$ cat config.mk
export PLATFORM = sky130hd
export DESIGN_NAME = udp_tx_arbiter
export DESIGN_NICKNAME = d
export VERILOG_FILES = /design/src/rtl/udp_arb_pkg.sv /design/src/rtl/udp_tx_arbiter_rr_pick.sv /design/src/rtl/udp_tx_arbiter.sv
export SDC_FILE = /design/constraint.sdc
export NUM_CORES = 1
export LEC_CHECK = 0
export ABC_CLOCK_PERIOD_IN_PS = 1600
export CORE_ASPECT_RATIO = 0.6
export CORE_MARGIN = 1
export CORE_UTILIZATION = 30
export CTS_BUF_LIST = sky130_fd_sc_hd__clkbuf_4
export CTS_CLUSTER_SIZE = 28
export DETAILED_ROUTE_END_ITERATION = 6
export HOLD_SLACK_MARGIN = 0.03
export PLACE_DENSITY = 0.76
export SYNTH_ARGS = -nofsm -noshare
export SYNTH_HDL_FRONTEND = slang
export SYNTH_SLANG_ARGS = --single-unit
export TNS_END_PERCENT = 1
$ cat constraint.sdc
create_clock -name axis_aclk -period 1.6 [get_ports axis_aclk]
set_clock_uncertainty 0.15 [all_clocks]
set_input_delay 0.16 -clock axis_aclk [delete_from_list [all_inputs] [get_ports axis_aclk]]
set_output_delay 0.16 -clock axis_aclk [all_outputs]
set_load 0.005 [all_outputs]
$ cat src/rtl/udp_arb_pkg.sv
// Shared types and widths for the UDP transmit arbiter.
package udp_arb_pkg;

  localparam int DATA_W = 8;
  localparam int USER_W = 12;
  localparam int CNT_W  = 16;

  typedef enum logic [1:0] {
    IDLE = 2'd0,
    BUSY = 2'd1,
    GAP  = 2'd2
  } arb_state_t;

endpackage

$ cat src/rtl/udp_tx_arbiter_rr_pick.sv
// Combinational round-robin selector: first requester above the last winner, with wrap.
import udp_arb_pkg::*;

module rr_pick #(
  parameter int N_REQ = 2,
  parameter int PTR_W = $clog2(N_REQ)
) (
  input  logic [N_REQ-1:0] req,
  input  logic [PTR_W-1:0] last,
  output logic [N_REQ-1:0] winner,
  output logic [PTR_W-1:0] idx
);

  always_comb begin
    logic             found;
    logic [PTR_W-1:0] cand;
    winner = '0;
    idx    = '0;
    found  = 1'b0;
    cand   = '0;
    for (int unsigned k = 1; k <= N_REQ; k++) begin
      cand = PTR_W'((32'(last) + k) % N_REQ);
      if (!found && req[cand]) begin
        found        = 1'b1;
        winner[cand] = 1'b1;
        idx          = cand;
      end
    end
  end

endmodule

$ cat src/rtl/udp_tx_arbiter.sv
// Packet-granular round-robin arbiter for the UDP TX stream with a post-frame idle gap.
// Optional per-requester frame counters on pkt_count when ARB_PKT_COUNT_EN is defined.
import udp_arb_pkg::*;

module udp_tx_arbiter #(
  parameter int N_REQ      = 2,
  parameter int GAP_CYCLES = 12
) (
  input  logic                      axis_aclk,
  input  logic                      axis_aresetn,
  input  logic [N_REQ-1:0]          s_axis_tvalid,
  output logic [N_REQ-1:0]          s_axis_tready,
  input  logic [N_REQ*DATA_W-1:0]   s_axis_tdata,
  input  logic [N_REQ-1:0]          s_axis_tlast,
  input  logic [N_REQ*USER_W-1:0]   s_axis_tuser,
  output logic                      m_axis_tvalid,
  input  logic                      m_axis_tready,
  output logic [DATA_W-1:0]         m_axis_tdata,
  output logic                      m_axis_tlast,
  output logic [USER_W-1:0]         m_axis_tuser,
  output logic [N_REQ-1:0]          grant,
  output logic                      busy
`ifdef ARB_PKT_COUNT_EN
  ,
  output logic [N_REQ*CNT_W-1:0]    pkt_count
`endif
);

  localparam int PTR_W  = $clog2(N_REQ);
  localparam int GCNT_W = (GAP_CYCLES > 1) ? $clog2(GAP_CYCLES) : 1;

  if (N_REQ < 2 || N_REQ > 4) begin : g_bad_n_req
    $error("udp_tx_arbiter: N_REQ must be in 2..4");
  end

  arb_state_t        state, state_d;
  logic [N_REQ-1:0]  grant_q, grant_d, pick_win;
  logic [PTR_W-1:0]  last_q, last_d, pick_idx;
  logic [GCNT_W-1:0] gcnt_q, gcnt_d;
  logic              fire;

  rr_pick #(
    .N_REQ (N_REQ),
    .PTR_W (PTR_W)
  ) u_pick (
    .req    (s_axis_tvalid),
    .last   (last_q),
    .winner (pick_win),
    .idx    (pick_idx)
  );

  always_ff @(posedge axis_aclk or negedge axis_aresetn) begin
    if (!axis_aresetn) begin
      state   <= IDLE;
      grant_q <= '0;
      last_q  <= PTR_W'(N_REQ - 1);
      gcnt_q  <= '0;
    end else begin
      state   <= state_d;
      grant_q <= grant_d;
      last_q  <= last_d;
      gcnt_q  <= gcnt_d;
    end
  end

  // last_q doubles as the owner index while BUSY, since it is loaded with the winner.
  always_comb begin
    state_d       = state;
    grant_d       = grant_q;
    last_d        = last_q;
    gcnt_d        = gcnt_q;
    m_axis_tvalid = 1'b0;
    m_axis_tdata  = '0;
    m_axis_tlast  = 1'b0;
    m_axis_tuser  = '0;
    s_axis_tready = '0;
    fire          = 1'b0;
    unique case (state)
      IDLE: begin
        if (|s_axis_tvalid) begin
          state_d = BUSY;
          grant_d = pick_win;
          last_d  = pick_idx;
        end
      end
      BUSY: begin
        m_axis_tvalid = s_axis_tvalid[last_q];
        m_axis_tdata  = s_axis_tdata[last_q*DATA_W +: DATA_W];
        m_axis_tlast  = s_axis_tlast[last_q];
        m_axis_tuser  = s_axis_tuser[last_q*USER_W +: USER_W];
        s_axis_tready = grant_q & {N_REQ{m_axis_tready}};
        fire          = m_axis_tvalid & m_axis_tready & m_axis_tlast;
        if (fire) begin
          grant_d = '0;
          if (GAP_CYCLES == 0) begin
            state_d = IDLE;
          end else begin
            state_d = GAP;
            gcnt_d  = GCNT_W'(GAP_CYCLES - 1);
          end
        end
      end
      GAP: begin
        if (gcnt_q == '0) state_d = IDLE;
        else              gcnt_d  = gcnt_q - GCNT_W'(1);
      end
      default: state_d = IDLE;
    endcase
  end

  assign grant = grant_q;
  assign busy  = (state == BUSY);

`ifdef ARB_PKT_COUNT_EN
  logic [N_REQ*CNT_W-1:0] cnt_q;

  always_ff @(posedge axis_aclk or negedge axis_aresetn) begin
    if (!axis_aresetn) begin
      cnt_q <= '0;
    end else if (fire) begin
      for (int unsigned i = 0; i < N_REQ; i++) begin
        if (grant_q[i]) cnt_q[i*CNT_W +: CNT_W] <= cnt_q[i*CNT_W +: CNT_W] + CNT_W'(1);
      end
    end
  end

  assign pkt_count = cnt_q;
`endif

endmodule

Word-level counts from Yosys, hierarchy flattened
Index checks and enable logic that the tools add are counted.
{"block": "totals", "regBits": 9, "in_bits": 47, "output_inout_bits": 27, "wordCells": 70}
{"block": "classes", "addsub": 3, "multipliers": 1, "magnitude_cmp": 5, "n_eq_ne": 6, "shift": 2, "muxes": 32, "n_bitwise": 4, "reduce_logical": 13}
{"op": "$shiftx 24x6->12", "n": 1}
{"op": "$mux 2", "n": 8}
{"op": "$shiftx 16x5->8", "n": 1}
{"op": "$mux 1", "n": 15}
{"op": "$mux 12", "n": 1}
{"op": "$reduce_and 3->1", "n": 3}
{"op": "$mux 4", "n": 2}
{"op": "$mux 8", "n": 1}
{"op": "$pmux 4 s2", "n": 1}
{"op": "$lt 1x2->1 const B", "n": 3}
{"op": "$ne 2x2->1 const B", "n": 3}
{"op": "$pmux 2 s3", "n": 1}
{"op": "$logic_not 4->1", "n": 1}
{"op": "$pmux 2 s2", "n": 1}
{"op": "$reduce_bool 2->1", "n": 2}
{"op": "$sub 4x1->4 const B", "n": 1}
{"op": "$logic_and 1x1->1", "n": 3}
{"op": "$mul 1x2->3 const B", "n": 1}
{"op": "$add 1x1->1 const B", "n": 2}
{"op": "$and 1x1->1", "n": 2}
{"op": "$and 2x2->2", "n": 1}
{"op": "$demux 1 s1", "n": 2}
{"op": "$eq 2x1->1 const B", "n": 1}
{"op": "$eq 2x2->1 const B", "n": 1}
{"op": "7 further kinds", "n": 8}

Depth between registers and ports, before layout
{"block": "logic_depth", "ltp_word": 10, "depth_mapped": 5, "depth_no_buf": 5}

Hierarchy
Synthesis repeated with hierarchy kept, for this count alone.
{"block": "unflattened", "cells_unflattened": 101, "area_unflattened_um2": 870.8}
{"module": "udp_tx_arbiter", "n_inst": 1, "cells_each": 97, "area_per_inst_um2": 844.6, "seq_area_each_um2": 226.5}
{"module": "rr_pick", "n_inst": 1, "cells_each": 4, "area_per_inst_um2": 26.3, "seq_area_each_um2": 0.0}

Least setup slack after synthesis
No wires, ideal clock.
{"block": "synth_path", "kind": "register to register", "start": "reg gcnt_q[1]", "end": "reg gcnt_q[0]", "arrival_ps": 1388, "required_ps": 1351, "path_slack_ps": -38, "stages_incl_launch_ff": 6, "path_buffers": 0, "synth_period_minus_slack_ps": 1638, "path_cell_list": "dfrtp_1 > inv_1 > ha_1 > or3b_4 > and4_1 > a311oi_1"}
{"block": "synth_via", "elab_chain_cells": 3}
{"element": "start: declaration", "line": "udp_tx_arbiter.sv:39", "source": "logic [GCNT_W-1:0] gcnt_q, gcnt_d;"}
{"element": "start signal: assignment", "line": "udp_tx_arbiter.sv:62", "source": "gcnt_q <= gcnt_d;"}
{"element": "$logic_not 4->1", "line": "udp_tx_arbiter.sv:104", "source": "if (gcnt_q == '0) state_d = IDLE;"}
{"element": "$ne 2x2->1 (no source line)"}
{"element": "$reduce_and 3->1 (no source line)"}
No other way between the ends.
A chain may end at the register's enable or synchronous reset.

Final worst setup path
{"block": "layout_path", "start": "reg last_q", "end": "reg gcnt_q[1]"}
{"block": "layout_via", "elab_chain_cells": 6}
{"element": "start: declaration", "line": "udp_tx_arbiter.sv:38", "source": "logic [PTR_W-1:0] last_q, last_d, pick_idx;"}
{"element": "start signal: assignment", "line": "udp_tx_arbiter.sv:56", "source": "last_q <= PTR_W'(N_REQ - 1);"}
{"element": "start signal: assignment", "line": "udp_tx_arbiter.sv:61", "source": "last_q <= last_d;"}
{"element": "$mux 1 (implied by the code) (2 in a row)", "line": "udp_tx_arbiter.sv:87", "source": "m_axis_tvalid = s_axis_tvalid[last_q];"}
{"element": "$and 1x1->1", "line": "udp_tx_arbiter.sv:92", "source": "fire = m_axis_tvalid & m_axis_tready & m_axis_tlast;"}
{"element": "$and 1x1->1 *", "line": "udp_tx_arbiter.sv:92"}
{"element": "$ne 2x1->1 (no source line) *"}
{"element": "$reduce_and 3->1 (no source line) *"}
Mark *: on every way between the ends. The rest lies on a longest branch, timed or not. The select of a mux whose other input is x is not followed.

==> impl_metrics.ini <==
[clock_network]
clockRootBuffer = clkbuf_4
cts_tree = built
clock_sinks = 9
clkTransAtPathRegs_ns = 0.06
clkLatencyLatePin_ns = 0.27
numCtsBuffers = 3
hold_buffers = 0
cts.htree.levels = 1
cts_buffer_depth = 2

[route]
drtAntennaViolNets = 0
via_per_inst = 5.02
drt_wl_total_mm = 4.11
num_vias = 1230
first_pass_iters = 4
route.detailed.drc = 0
wl_per_cell_um = 16.8
drtIter0Drc = 65

[sta]
setup_viol = 29
tightest_slew_ns = 0.451
fin_crit_sh_pct = 117
slew_headroom_pct = 69.9
fin_crit_ns = 1.87
fin_hold_ws_ns = 0.0547
hold_viol = 0
fmax_ghz = 0.536
setup_ws_ns = -0.265
rsz0062_at_grt = yes
slew_viol_final = 0

[setup_path]
crit_type = flip-flop to flip-flop
crit_fanout = 8
cp-start-kind = flip-flop
required_ns = 1.61
crit_path_end_kind = flip-flop
worstPathArrival_ns = 1.88

[final_layout]
drive_gt1_share_pct = 35.1
antenna_cells = 0
fill_cells = 211
final_cell_mix = 48 x clkdlybuf4s50_1, 24 x nor2_1, 19 x mux2i_1
finalNetCount = 254
final_common_cell = clkdlybuf4s50_1
area_growth_pct = 111
post-route-util_pct = 70.6

[grt]
grt_max_degree = 17
grt_pass1_vias = 1286
grt_usage_pct = 27.8
grt_pass1_wl_mm = 6.42
grt-ovfl-total = 0
antenna_found_initial = 0

[floorplanning]
start_util_pct = 33.6
num_rows = 14
dieArea_mm2 = 0.00321
die_w_um = 72.5
fp.dieH_um = 44.3
ios = 74
core_mm2 = 0.00266

[yosys]
seq_area_frac_synth_pct = 25.4
syn_inst = 108
synth_nets = 156
yosys_warnings = 0
synth_cell_type_count = 33
syn_area_um2 = 893
ys_ff_latch = 9
synthTopCellsByArea = mux2i_1 25%, dfrtp_1 22%, nor2_1 10%, a211oi_1 3.4%, dfstp_2 2.9%
yosysTopAreaCell = mux2i_1
syn_area_per_cell_um2 = 8.27
synth_top_area_share_pct = 24.6

[power]
p_per_area_mw_per_mm2 = 1530
irDropWorstVdd_v = 0.000685
leakage_uw = 0.000900

[status]
status = finished, violations left
violations = negative setup slack

[placed_design]
numPortBuffers = 73
hpwl_mm = 3.07
finalWeightedCongestion = 0.805
pre_cts_slack_ns = -0.215

[hold_path]
hp-class = input port to asynchronous set/reset pin

[job]
cap_violations = 0
==> worst paths after layout <==
path | start | to | slack [ns] | cells after the start
setup / recovery | last_q | gcnt_q[1] | -0.27 | 5
hold / removal | axis_aresetn | grant[0] | 0.05 | 1
setup reg to reg | last_q | gcnt_q[1] | -0.27 | 5
hold reg to reg | grant[0] | grant[0] | 0.44 | 2
max in group asynchronous | axis_aresetn | last_q | 0.90 | 1
min in group axis_aclk | grant[0] | grant[0] | 0.44 | 2
==> area by class of cell <==
cell class / count / area [um^2] / share of cell area (%)
tap: 40 / 50.0 / 2.66
timing repair buffer: 101 / 882 / 46.9
inverter: 6 / 22.5 / 1.20
sequential: 9 / 226 / 12.0
multi-input combinational: 85 / 669 / 35.6
clock buffer: 4 / 30.0 / 1.60
==> state kept, by name, summed over array words and instances, names as in the netlist <==
name,count
state,2
last_q,1
gcnt_q,4
grant,2
==> stage by stage <==
stage               power [uW]  instance area [um^2]  std cells  setup TNS (ns)
finish                    2870                  1880        245           -5.33
global route              3060                  1880        245           -7.00
CTS                       2990                  1940        247           -6.87
detailed placement        2480                  1770        228           -3.81
global placement          2410                  1770        228           -2.64
floorplan                 1300                   896        108         -0.0482
==> synthesized netlist by cell type, drive strengths merged <==
cell type	n
a31oi	1
clkbuf	5
mux2i	22
a211oi	4
nand3b	1
a21boi	1
nor2b	1
o31ai	3
nand2b	1
a311oi	2
or3b	1
buf	3
dfrtp	8
o21ai	2
nor4bb	1
a22oi	1
nand2	2
a211o	1
a311o	1
dfstp	1
o211ai	2
and4	2
ha	1
nor2	24
inv	6
a31o	1
o22ai	1
and3	2
nor4b	1
a21oi	3
and2	1
nand3	2
==> what timing repair did <==
item / 4_1_cts / 5_1_grt
hold endpoints to repair: 0 / 0
gates cloned: 2 / 0
setup endpoints to repair: 32 / 33
gates resized for setup: 92 / 17
setup buffers: 13 / 0
pin swaps: 6 / 8
==> cells by family after synthesis <==
| logic type | synth area share, % |
|---|---|
| AOI/OAI and AO/OA | 18.5 |
| adders and majority gates | 1.40 |
| buffers and inverters | 7.00 |
| DFF | 25.4 |
| muxes | 24.6 |
| and+or+nand+nor | 23.1 |
==> routing by layer <==
metal  global-route usage, %  wire (um)
met4                    11.4        128
met5                       0          0
met2                    51.0       2180
met3                    8.20        199
met1                    30.8       1600
==> critical path, stage by stage, from the launching register on <==
cell	delay, ns
dfstp_2	0.63
buf_6	0.18
buf_6	0.11
nand3_4	0.08
a211o_1	0.31
a311oi_1	0.30
==> report_power, final <==
| group | total (uW) | switching (uW) | leakage [uW] | internal, uW |
|---|---|---|---|---|
| Sequential | 443 | 113 | 0.000101 | 330 |
| Combinational | 2230 | 976 | 0.000780 | 1260 |
| Clock | 196 | 82.6 | 0.0000184 | 113 |
| Total | 2870 | 1170 | 0.000900 | 1700 |
(Power assumes the default switching activity.)
